$ cat src/rtl/serial_tx_piso_if.sv
// Producer-side handshake and serial line of the framed PISO transmitter.
// The master drives the word and Valid; the slave (transmitter) returns Ready, Busy and the line.
interface serial_tx_piso_if #(
   parameter int unsigned WIDTH = 8
);
   logic [WIDTH-1:0] Data;
   logic             Valid;
   logic             Ready;
   logic             TxOut;
   logic             Busy;

   modport master (
      output Data,
      output Valid,
      input  Ready,
      input  TxOut,
      input  Busy
   );

   modport slave (
      input  Data,
      input  Valid,
      output Ready,
      output TxOut,
      output Busy
   );
endinterface

$ cat src/rtl/serial_tx_piso.sv
// Framed parallel-in serial-out transmitter: start bit, WIDTH data bits LSB-first, stop bit,
// each held CLKS_PER_BIT cycles. All outputs are registered; synchronous active-low reset.
module serial_tx_piso #(
   parameter int unsigned WIDTH        = 8,
   parameter int unsigned CLKS_PER_BIT = 4
) (
   input  logic              Clock,
   input  logic              Reset,
   serial_tx_piso_if.slave   tx
);

   localparam int unsigned CntW = (CLKS_PER_BIT > 1) ? $clog2(CLKS_PER_BIT) : 1;
   localparam int unsigned BitW = $clog2(WIDTH);
   localparam logic [CntW-1:0] CntMax  = CntW'(CLKS_PER_BIT - 1);
   localparam logic [BitW-1:0] LastBit = BitW'(WIDTH - 1);

   typedef enum logic [1:0] {StIdle, StStart, StData, StStop} state_e;

   state_e            state_q, state_d;
   logic [WIDTH-1:0]  shreg_q, shreg_d;
   logic [CntW-1:0]   cnt_q, cnt_d;
   logic [BitW-1:0]   bit_q, bit_d;
   logic              tx_q, tx_d;
   logic              ready_q, ready_d;
   logic              busy_q, busy_d;
   logic              wrap;

   always_ff @(posedge Clock) begin
      if (!Reset) begin
         state_q <= StIdle;
         shreg_q <= '0;
         cnt_q   <= '0;
         bit_q   <= '0;
         tx_q    <= 1'b1;
         ready_q <= 1'b1;
         busy_q  <= 1'b0;
      end else begin
         state_q <= state_d;
         shreg_q <= shreg_d;
         cnt_q   <= cnt_d;
         bit_q   <= bit_d;
         tx_q    <= tx_d;
         ready_q <= ready_d;
         busy_q  <= busy_d;
      end
   end

   // With CLKS_PER_BIT=1 CntMax is 0, so every cycle wraps and cnt stays at 0.
   assign wrap = (cnt_q == CntMax);

   always_comb begin
      state_d = state_q;
      shreg_d = shreg_q;
      cnt_d   = cnt_q;
      bit_d   = bit_q;

      unique case (state_q)
         StIdle: begin
            if (tx.Valid) begin
               shreg_d = tx.Data;
               cnt_d   = '0;
               bit_d   = '0;
               state_d = StStart;
            end
         end
         StStart: begin
            if (wrap) begin
               cnt_d   = '0;
               state_d = StData;
            end else begin
               cnt_d = cnt_q + 1'b1;
            end
         end
         StData: begin
            if (wrap) begin
               cnt_d   = '0;
               shreg_d = {1'b0, shreg_q[WIDTH-1:1]};
               if (bit_q == LastBit) begin
                  bit_d   = '0;
                  state_d = StStop;
               end else begin
                  bit_d = bit_q + 1'b1;
               end
            end else begin
               cnt_d = cnt_q + 1'b1;
            end
         end
         StStop: begin
            if (wrap) begin
               cnt_d   = '0;
               state_d = StIdle;
            end else begin
               cnt_d = cnt_q + 1'b1;
            end
         end
         default: state_d = StIdle;
      endcase
   end

   // Outputs are decoded from the next state so the registered line tracks the state exactly.
   always_comb begin
      tx_d = 1'b1;
      unique case (state_d)
         StIdle:  tx_d = 1'b1;
         StStart: tx_d = 1'b0;
         StData:  tx_d = shreg_d[0];
         StStop:  tx_d = 1'b1;
         default: tx_d = 1'b1;
      endcase
      ready_d = (state_d == StIdle);
      busy_d  = ~ready_d;
   end

   assign tx.TxOut = tx_q;
   assign tx.Ready = ready_q;
   assign tx.Busy  = busy_q;

endmodule
$ cat src/flat_wrapper.sv
// flat-port wrapper written by rule: the top's interface ports become plain ports
module serial_tx_piso_flat 
#(
   parameter int unsigned WIDTH        = 8,
   parameter int unsigned CLKS_PER_BIT = 4
)
  (Clock, Reset, tx_Data, tx_Valid, tx_Ready, tx_TxOut, tx_Busy);
  serial_tx_piso_if #(.WIDTH(WIDTH)) tx_i ();
  input  logic Clock;
  input  logic Reset;
  input wire logic [$bits(tx_i.Data)-1:0] tx_Data;
  input wire logic [$bits(tx_i.Valid)-1:0] tx_Valid;
  output wire logic [$bits(tx_i.Ready)-1:0] tx_Ready;
  output wire logic [$bits(tx_i.TxOut)-1:0] tx_TxOut;
  output wire logic [$bits(tx_i.Busy)-1:0] tx_Busy;
  assign tx_i.Data = tx_Data;
  assign tx_i.Valid = tx_Valid;
  assign tx_Ready = tx_i.Ready;
  assign tx_TxOut = tx_i.TxOut;
  assign tx_Busy = tx_i.Busy;
  serial_tx_piso #(.WIDTH(WIDTH), .CLKS_PER_BIT(CLKS_PER_BIT)) u_core (.Clock(Clock), .Reset(Reset), .tx(tx_i));
endmodule
$ cat config.mk
export PLATFORM = sky130hd
export DESIGN_NAME = serial_tx_piso_flat
export DESIGN_NICKNAME = d
export VERILOG_FILES = /design/src/rtl/serial_tx_piso_if.sv /design/src/rtl/serial_tx_piso.sv /design/src/flat_wrapper.sv
export SDC_FILE = /design/constraint.sdc
export NUM_CORES = 1
export LEC_CHECK = 0
export ABC_AREA = 1
export ABC_CLOCK_PERIOD_IN_PS = 1500
export CORE_MARGIN = 3
export CORE_UTILIZATION = 46
export CTS_CLUSTER_DIAMETER = 40
export CTS_CLUSTER_SIZE = 20
export DETAILED_ROUTE_END_ITERATION = 12
export PLACE_DENSITY_LB_ADDON = 0.25
export SLEW_MARGIN = 5
export SYNTH_ARGS = -nofsm -noshare
export SYNTH_HDL_FRONTEND = slang
export SYNTH_SLANG_ARGS = --single-unit
$ cat constraint.sdc
create_clock -name Clock -period 1.5 [get_ports Clock]
set_input_delay 0.225 -clock Clock [delete_from_list [all_inputs] [get_ports Clock]]
set_output_delay 0.225 -clock Clock [all_outputs]
set_load 0.05 [all_outputs]
==> results of run 1 <==
layout make-up:
class | count | area [µm²] | area share, %
repair buffers | 34 | 293 | 21.6
flip-flops and latches | 18 | 369 | 27.2
well taps | 25 | 31.3 | 2.30
clock buffers | 4 | 36.3 | 2.67
multi-input cells | 74 | 572 | 42.1
inverters | 15 | 56.3 | 4.15
stage by stage:
step | area (µm²) | instances | utilization (%) | TNS (ns) | total power (µW)
finish | 1360 | 170 | 76.1 | 0 | 1070
global route | 1360 | 170 | 76.1 | -0.0459 | 1130
CTS | 1290 | 169 | 72.2 | 0 | 1060
detailed placement | 1140 | 158 | 64.1 | -0.495 | 735
global placement | 1140 | 158 | 64.1 | -0.293 | 728
floorplan | 906 | 109 | - | 0 | 655
registers in the layout (all words and copies together), names as in the netlist:
name and flops:
u_core.state_q 2, u_core.cnt_q 2, u_core.tx.Busy 1, u_core.bit_q 3, u_core.shreg_q 8, u_core.tx.Ready 1
u_core.tx.TxOut 1
power by group through the flow:
stage                     clock, µW  combinational [µW]  sequential, µW
after floorplan                   0                97.6             557
after global routing            335                 264             534
after global placement            0                 193             535
after detailed placement          0                 199             537
final                           299                 239             531
after CTS                       307                 225             530
worst max-delay path: stages (launching register included):
cell,delay (ns)
dfxtp_2,0.35
ha_4,0.19
nand2_2,0.07
inv_2,0.04
nor3_4,0.21
inv_2,0.09
ha_4,0.27
nand2_2,0.03
nand2_1,0.05
nand2_1,0.04
metal layers:
| metal | share of wire [%] | routed length, µm |
|---|---|---|
| met2 | 49 | 986 |
| met3 | 4.6 | 93 |
| met4 | 2.2 | 44 |
| met5 | 0 | 0 |
| met1 | 45 | 907 |
placed cells by master (no fill, tap or decap), types with 4 or more instances in the layout:
cell,netlist,layout
buf_4,0,23
nand2_1,18,15
dfxtp_1,18,13
nand2_2,9,12
clkdlybuf4s50_1,0,10
inv_1,14,9
nor2_1,10,9
a21oi_2,7,7
inv_2,1,6
nand3_1,6,5
a22oi_1,5,5
ha_4,0,5
dfxtp_2,0,4
cell families (layout without fill, tap and decap cells):
kind of cell    after synthesis  count (layout)  synth area share, %
compound gates               19              19                 16.3
fa+ha+maj                     6               6                 8.29
flops                        18              18                 39.8
buf+inv                      17              53                 7.87
simple gates                 49              49                 27.8
final timing paths:
check	from	end	slack [ns]	cells past startpoint
worst max-delay path	u_core.cnt_q[1]	u_core.tx.TxOut	0.05	9
worst min-delay path	u_core.shreg_q[7]	u_core.shreg_q[7]	0.47	2
worst max register to register	u_core.cnt_q[1]	u_core.tx.TxOut	0.05	9
worst min register to register	u_core.shreg_q[7]	u_core.shreg_q[7]	0.47	2
timing repair:
item,CTS,global route
pin swaps,4,8
gates resized for setup,10,19
setup endpoints to repair,5,2
hold buffers,0,0
setup buffers,7,1
==> flow_summary_export.csv, run 1 <==
group,metric,value,unit
power,pwr-share-comb,22.4,%
worst_setup_path,critPathKind,"reg -> reg",
global_routing,antenna_found_initial,0,
power,p_leak,0.000599,µW
cts,cts.sinks,18,
worst_setup_path,cp.arrival,1.65,ns
global_routing,grt_use_met3,3.26,%
cts,cts.clk_slew.worst_paths,0.10,ns
die,fp-row-count,15,
detailed_routing,vias,821,
detailed_routing,wl_per_cell,11.9,µm
logic_synthesis,synth_commonest_cells,"dfxtp_1, nand2_1, inv_1, nor2_1, nand2_2",
global_routing,top_usage_layer,"met2",
logic_synthesis,synth_edf_count,0,
die,die_w,50.4,µm
cts,cts_root_buf,"clkbuf_4",
sta,rsz0062_at_grt,"yes",
detailed_routing,ant_nets,0,
sta,skew,0.00451,ns
placement,dp.final_hpwl,1390,µm
cts,clk_latency,0.30,ns
global_routing,grt.overflow.total,0,
sta,hold_violations,0,
worst_hold_path,hold_path_class,"reg -> reg",
worst_setup_path,cp.required,1.70,ns
placement,io_buffers,13,
logic_synthesis,synth_area,906,µm²
global_routing,gr-usage-met2,29.6,%
sta,holdWs,0.474,ns
die,fp.dieArea,2540,µm²
sta,fmax,691,MHz
power,swShare,27.5,%
logic_synthesis,syn_avg_cell_area,8.31,µm²
sta,period_needed,1.45,ns
detailed_routing,avgViaCountPerCell,4.83,
power,power_switching,294,µW
cells_and_area,syn2layout_area_growth,49.9,%
die,pin_count,14,
sta,slew-limit-headroom,86.3,%
logic_synthesis,synth.distinct_cells,21,
die,coreArea,1780,µm²
power,ir_drop,0.670,mV
cts,h-tree-depth,1,
placement,place_ws,-0.137,ns
die,chipHeight,50.4,µm
detailed_routing,drt_iter0_markers,13,
cells_and_area,fillers,119,
power,clkPwrFrac,28.0,%
worst_setup_path,startpoint_type,"flop",
power,internal-power,776,µW
global_routing,met1_usage,20.8,%
global_routing,grt_pass1_wl,3410,µm
logic_synthesis,netlist_instances,109,
logic_synthesis,yosys-top-cells-area,"dfxtp_1, ha_1, nand2_1, a21oi_2, nand2_2",
sta,tightest_slew,0.205,ns
logic_synthesis,synth_nets,126,
die,initial_core_util,50.8,%
detailed_routing,drc,0,
worst_setup_path,worstPathMaxFanout,6,
sta,finalCritPeriodShare,96.5,%
logic_synthesis,synth_top_area_cell,"dfxtp_1",
logic_synthesis,synth_warnings,0,
cts,ctsLongestPathBuffers,2,
logic_synthesis,yosysTopAreaCellShare,39.8,%
placement,gp_congestion,0.873,
worst_setup_path,end_kind,"flop",
power,powerDensity,789,nW/µm²
cts,cts_tree,"yes",
power,seqPwrFrac,49.7,%
logic_synthesis,ys.flop_type,"dfxtp_1",
cells_and_area,drive_gt1_share,51.0,%
sta,worst_slack,0.0520,ns
cts,numCtsBuffers,3,
cells_and_area,final_net_count,163,
logic_synthesis,synth_seq_cells,18,
detailed_routing,wl,2030,µm
global_routing,grtUsageTotal,18.0,%
logic_synthesis,synthArstFlopShare,0,%
global_routing,grt_start_max_net_pins,11,
outcome,outcome,"finished clean",
job,cap_violations,0,
global_routing,first_global_vias,788,
logic_synthesis,seq_area_frac_synth,39.8,%
sta,finalSetupViolCount,0,
cells_and_area,antennaDiodeCount,0,
detailed_routing,firstDrtPassIters,4,
sta,drv_slew,0,
(Power assumes the default switching activity.)
==> run 2, diff against run 1 <==
--- a/config.mk
+++ b/config.mk
@@ -13,6 +13,7 @@
 export CTS_CLUSTER_SIZE = 20
 export DETAILED_ROUTE_END_ITERATION = 12
 export PLACE_DENSITY_LB_ADDON = 0.25
+export SETUP_SLACK_MARGIN = 0.3
 export SLEW_MARGIN = 5
 export SYNTH_ARGS = -nofsm -noshare
 export SYNTH_HDL_FRONTEND = slang
==> run 2 against run 1 <==
Compared with the run above: non-clock buffer count down 6; largest power group unchanged; highest routed layer unchanged; cell count decreased by 3.5%; die area unchanged; clock-buffer cell count did not move; combinational power hardly changed; flip-flop and latch count unchanged; maximum frequency rose by 0.26%.
==> flow_summary_export.csv, run 2 (synthesis results as in run 1) <==
group,metric,value,unit
outcome,outcome,"finished clean",
sta,finalCritPeriodShare,96.3,%
cts,h-tree-depth,1,
cts,ctsLongestPathBuffers,2,
cts,cts_root_buf,"clkbuf_4",
placement,gp_congestion,0.860,
cells_and_area,reg_top3,"u_core.shreg_q x8, u_core.bit_q x3",
die,fp-row-count,15,
worst_setup_path,end_kind,"flop",
sta,worst_slack,0.0558,ns
power,internal-power,774,µW
sta,finalSetupViolCount,0,
detailed_routing,vias,798,
die,fp.dieArea,2540,µm²
global_routing,grt_pass1_wl,3330,µm
detailed_routing,avgViaCountPerCell,4.87,
detailed_routing,ant_nets,0,
global_routing,grtUsageTotal,17.5,%
sta,skew,0.00844,ns
global_routing,grt_start_max_net_pins,11,
sta,period_needed,1.44,ns
die,chipHeight,50.4,µm
worst_setup_path,cp.required,1.70,ns
worst_hold_path,hold_path_class,"reg -> reg",
power,seqPwrFrac,49.5,%
die,initial_core_util,50.8,%
cts,cts.sinks,18,
cells_and_area,layout_commonest_cell,"nand2_1",
detailed_routing,firstDrtPassIters,4,
cells_and_area,antennaDiodeCount,0,
cts,clk_latency,0.30,ns
global_routing,grt.overflow.total,0,
sta,tightest_slew,0.304,ns
job,cap_violations,0,
cts,cts.clk_slew.worst_paths,0.11,ns
global_routing,first_global_vias,775,
placement,place_ws,-0.114,ns
cells_and_area,final_cell_mix,"nand2_1, buf_4, dfxtp_1",
worst_setup_path,startpoint_type,"flop",
power,swShare,27.6,%
cts,cts_tree,"yes",
power,ir_drop,0.573,mV
sta,drv_slew,0,
power,pwr-share-comb,22.1,%
cells_and_area,top_register,"u_core.shreg_q",
worst_hold_path,hold_path_depth,2,
worst_setup_path,worstPathMaxFanout,6,
placement,dp.final_hpwl,1450,µm
placement,postPlaceCellArea,1170,µm²
cts,numCtsBuffers,3,
detailed_routing,drt_iter0_markers,9,
power,p_leak,0.000564,µW
detailed_routing,wl,2020,µm
power,power_switching,296,µW
die,coreArea,1780,µm²
sta,slew-limit-headroom,79.7,%
worst_setup_path,cp.arrival,1.65,ns
die,pin_count,14,
placement,io_buffers,13,
die,die_w,50.4,µm
power,clkPwrFrac,28.5,%
cells_and_area,largest_reg_flops,8,
detailed_routing,wl_per_cell,12.3,µm
worst_setup_path,reg2reg_depth,9,
detailed_routing,drc,0,
worst_setup_path,critPathKind,"reg -> reg",
cells_and_area,drive_gt1_share,44.6,%
cells_and_area,finish.instance_area,1290,µm²
cells_and_area,final_net_count,157,
sta,hold_violations,0,
global_routing,antenna_found_initial,0,
cts,hold_buffers,0,
sta,rsz0062_at_grt,"yes",
cells_and_area,syn2layout_area_growth,42.0,%
power,powerDensity,832,nW/µm²
sta,fmax,692,MHz
[run 2: cell count changes in the layout (fill, tap and decap cells not counted), moves of 2 or more]
cell / delta
buf_4: -7
ha_1: +2
nand2_1: +2
nand2_2: -2
[run 2: routing by layer]
metal | part of all wire, % | vias up | GRT usage (%) | wire [µm]
met4 | 2.2 | 0 | 9.42 | 44
met1 | 44 | 366 | 21.1 | 883
met2 | 50 | 15 | 28.9 | 1020
met5 | 0 | - | 0 | 0
met3 | 3.6 | 5 | 3.86 | 73
li1 | - | 412 | - | -
[run 2: worst max-delay path: stages (launching register included)]
cell,delay (ns)
dfxtp_2,0.36
ha_4,0.19
nand2_2,0.08
inv_2,0.05
nor3_4,0.19
inv_2,0.08
ha_4,0.26
nand2_1,0.04
nand2_1,0.05
nand2_1,0.04
[run 2: through the flow]
step | cells | hold WS [ns] | utilization, % | TNS [ns] | total power, µW
final | 164 | 0.472 | 72.1 | 0 | 1070
after CTS | 163 | 0.474 | 70.0 | 0 | 1060
after global routing | 164 | 0.486 | 72.1 | -0.0599 | 1130
after detailed placement | 154 | 0.459 | 65.7 | -0.167 | 747
after global placement | 154 | 0.456 | 65.7 | -0.0813 | 739
after floorplan | 109 | 0.294 | - | 0 | 662
[run 2: repair_timing]
action,4_1_cts,5_1_grt
gates resized for setup,2,11
pin swaps,2,3
endpoints found under the setup margin,13,14
endpoints found under the hold margin,0,0
gates cloned,0,0
buffers inserted,5,1
[run 2: worst paths after layout]
| check | end | startpoint | slack (ns) |
|---|---|---|---|
| worst max-delay path | u_core.tx.TxOut | u_core.cnt_q[0] | 0.06 |
| worst max register to register | u_core.tx.TxOut | u_core.cnt_q[0] | 0.06 |
| worst min register to register | u_core.shreg_q[7] | u_core.shreg_q[7] | 0.47 |
| worst min-delay path | u_core.shreg_q[7] | u_core.shreg_q[7] | 0.47 |
[run 2: cell type report]
| type | count | area (µm²) |
|---|---|---|
| tap | 25 | 31.3 |
| timing repair buffer | 28 | 251 |
| inverter | 15 | 56.3 |
| clock buffer | 4 | 36.3 |
| sequential | 18 | 367 |
| multi-input combinational | 74 | 544 |
| fill | 130 | 497 |
[run 2: power groups by stage]
stage               logic [µW]  registers [µW]  clock network, µW
global route               258             533                335
detailed placement         206             541                  0
CTS                        222             529                312
floorplan                 99.5             562                  0
finish                     236             529                305
global placement           199             540                  0
==> run 3, diff against run 2 <==
--- a/config.mk
+++ b/config.mk
@@ -5,13 +5,13 @@
 export SDC_FILE = /design/constraint.sdc
 export NUM_CORES = 1
 export LEC_CHECK = 0
-export ABC_AREA = 1
 export ABC_CLOCK_PERIOD_IN_PS = 1500
 export CORE_MARGIN = 3
 export CORE_UTILIZATION = 46
 export CTS_CLUSTER_DIAMETER = 40
 export CTS_CLUSTER_SIZE = 20
 export DETAILED_ROUTE_END_ITERATION = 12
+export GPL_ROUTABILITY_DRIVEN = 0
 export PLACE_DENSITY_LB_ADDON = 0.25
 export SETUP_SLACK_MARGIN = 0.3
 export SLEW_MARGIN = 5
==> run 3 against run 2 <==
Compared with the run above: the run now ends with negative setup slack left; cell count is 12% lower; clock power is 4% lower; first-iteration DRC count up 140%; hold slack improved by 0.0036 ns; non-clock buffer count shrank 1; combinational power down 10%; wire length grew 8.5%; register-to-register slack worse by 0.45 ns; sequential power shrank 2%; die area grew 0.12%; critical path type unchanged; largest cell class unchanged; largest power group unchanged.
==> flow_summary_export.csv, run 3 <==
group,metric,value,unit
cells_and_area,reg_top3,"u_core.shreg_q x8, u_core.bit_q x3",
logic_synthesis,synth_top_area_cell,"dfxtp_1",
die,initial_core_util,50.3,%
power,p_leak,0.000544,µW
cts,cts_tree,"yes",
worst_setup_path,crit_path_frequent_cell,"ha_4",
cts,ctsLongestPathBuffers,2,
detailed_routing,ant_nets,0,
die,fp-row-count,15,
sta,period_needed,1.89,ns
global_routing,first_global_vias,778,
logic_synthesis,synth_nets,110,
cells_and_area,largest_reg_flops,8,
global_routing,grt_pass1_wl,3500,µm
job,cap_violations,0,
worst_hold_path,hold_path_class,"reg -> reg",
global_routing,antenna_found_initial,0,
logic_synthesis,synthArstFlopShare,0,%
cells_and_area,finish.instance_area,1350,µm²
die,pin_count,14,
cts,cts_root_buf,"clkbuf_4",
worst_setup_path,end_kind,"flop",
cells_and_area,final_cell_mix,"buf_4, dfxtp_1, a21boi_1, clkdlybuf4s50_1, nand3_1",
sta,worst_slack,-0.389,ns
sta,rsz0062_at_grt,"yes",
worst_setup_path,cp.required,1.72,ns
outcome,violations,"negative setup slack",
sta,slew-limit-headroom,73.2,%
worst_setup_path,worstPathCellList,"ha_4 > ha_4 > and3_4 > o31a_1 > inv_2 > ha_4 > nor2b_4 > o21a_1 > a41oi_2",
sta,hold_violations,0,
detailed_routing,wl,2190,µm
sta,drv_slew,0,
power,powerDensity,760,nW/µm²
sta,tns,-0.475,ns
power,ir_drop,0.663,mV
global_routing,grtUsageTotal,18.7,%
worst_setup_path,path_delay_family,"compound AO/OA/AOI/OAI gates",
sta,finalSetupViolCount,3,
worst_setup_path,slowest_delay,0.35,ns
cts,cts.clk_slew.worst_paths,0.10,ns
cells_and_area,fillers,143,
worst_setup_path,critPathKind,"reg -> reg",
worst_setup_path,worstPathMaxFanout,2,
die,fp.dieArea,2540,µm²
cells_and_area,top_register,"u_core.shreg_q",
cells_and_area,antennaDiodeCount,0,
cells_and_area,drive_gt1_share,44.2,%
worst_setup_path,cp.arrival,2.11,ns
cts,h-tree-depth,1,
logic_synthesis,yosys-top-cells-area,"dfxtp_1, a21boi_1, ha_1, nand3_1, a22oi_1",
placement,place_ws,-0.472,ns
global_routing,grt.overflow.total,0,
die,die_w,50.4,µm
cts,clk_latency,0.29,ns
sta,fmax,529,MHz
logic_synthesis,netlist_instances,93,
logic_synthesis,synth_edf_count,0,
detailed_routing,drc,0,
placement,dp.final_hpwl,1360,µm
logic_synthesis,yosysTopAreaCellShare,39.7,%
logic_synthesis,synth.distinct_cells,34,
cells_and_area,syn2layout_area_growth,48.8,%
logic_synthesis,synth_commonest_cells,"dfxtp_1, a21boi_1, nand3_1, a22oi_1, ha_1",
cts,hold_buffers,0,
die,chipHeight,50.4,µm
logic_synthesis,syn_avg_cell_area,9.75,µm²
cells_and_area,final_cells,145,
logic_synthesis,ys.flop_type,"dfxtp_1",
cells_and_area,layout_commonest_cell,"buf_4",
placement,io_buffers,13,
sta,finalCritPeriodShare,126,%
logic_synthesis,seq_area_frac_synth,39.7,%
cts,numCtsBuffers,3,
detailed_routing,avgViaCountPerCell,5.51,
outcome,outcome,"finished, violations left",
logic_synthesis,synth.most_common_cell,"dfxtp_1",
cts,cts.sinks,18,
worst_setup_path,startpoint_type,"flop",
detailed_routing,firstDrtPassIters,4,
sta,skew,0.000719,ns
logic_synthesis,synth_seq_cells,18,
detailed_routing,vias,799,
sta,tightest_slew,0.401,ns
global_routing,grt_start_max_net_pins,11,
placement,place_inst,138,
logic_synthesis,synth_area,907,µm²
detailed_routing,drt_iter0_markers,22,
worst_setup_path,critPathBufInv,1,
cells_and_area,final_net_count,138,
cells_and_area,fin_util,74.9,%
detailed_routing,wl_per_cell,15.1,µm
logic_synthesis,synth_warnings,0,
placement,postPlaceCellArea,1150,µm²
die,coreArea,1800,µm²
worst_setup_path,critPathSlowestCell,"dfxtp_2",
run 3: changes by cell type in the layout (fill, tap and decap cells not counted), moves of 4 or more:
cell      previous run  this run
nand2_1             17         2
nand2_2             10         0
a21boi_1             0         9
nor2_1               9         0
a21oi_2              8         0
inv_1               10         3
a22oi_2              0         4
inv_2                5         1
nor2_4               4         0
run 3: final cells by class:
cell class / instances / area, µm² / area share [%]
Multi-Input combinational cell: 67 / 656 / 48.6
Sequential cell: 18 / 370 / 27.4
Timing Repair Buffer: 27 / 241 / 17.9
Clock buffer: 4 / 36.3 / 2.69
Tap cell: 25 / 31.3 / 2.32
Inverter: 4 / 15.0 / 1.11
run 3: timing repair:
| item | in CTS | in global routing |
|---|---|---|
| setup endpoints to repair | 15 | 17 |
| gates resized for setup | 17 | 16 |
| pin swaps | 4 | 7 |
| gates cloned | 1 | 0 |
| setup buffers | 1 | 1 |
run 3: tightest hold or removal path: stages (launching register included):
cell      delay [ns]
dfxtp_1         0.32
nand3_1         0.06
a21boi_1        0.05
run 3: layer usage:
layer	wire length (µm)	up-vias	global-route usage, %
met5	0	-	0
met1	955	385	24.2
li1	-	396	-
met4	30	0	12.1
met2	1140	14	27.4
met3	65	4	4.45
run 3: worst paths after layout:
check                    startpoint                end  slack [ns]  cells after the start
setup / recovery    u_core.bit_q[0]    u_core.tx.TxOut       -0.39                      9
hold / removal    u_core.shreg_q[4]  u_core.shreg_q[4]        0.48                      2
setup reg to reg    u_core.bit_q[0]    u_core.tx.TxOut       -0.39                      9
hold reg to reg   u_core.shreg_q[4]  u_core.shreg_q[4]        0.48                      2
run 3: power breakdown:
group | internal [µW] | total (µW) | leakage [µW] | switching [µW]
registers | 503 | 521 | 0.000151 | 17.3
clock network | 148 | 293 | 0.0000210 | 146
logic | 113 | 212 | 0.000373 | 98.2
run 3: logic make-up after synthesis:
group	after synthesis	share of synthesized area (%)
DFF	18	39.7
xor gates and xnor gates	1	0.966
AOI/OAI and AO/OA	27	22.2
and+or+nand+nor	32	23.9
adders and majority gates	6	8.28
buffers and inverters	9	4.96
run 3: metrics by stage:
stage	hold WS, ns	power, µW
floorplan	0.319	622
global route	0.491	1080
global placement	0.452	690
finish	0.476	1030
detailed placement	0.461	694
CTS	0.473	1010
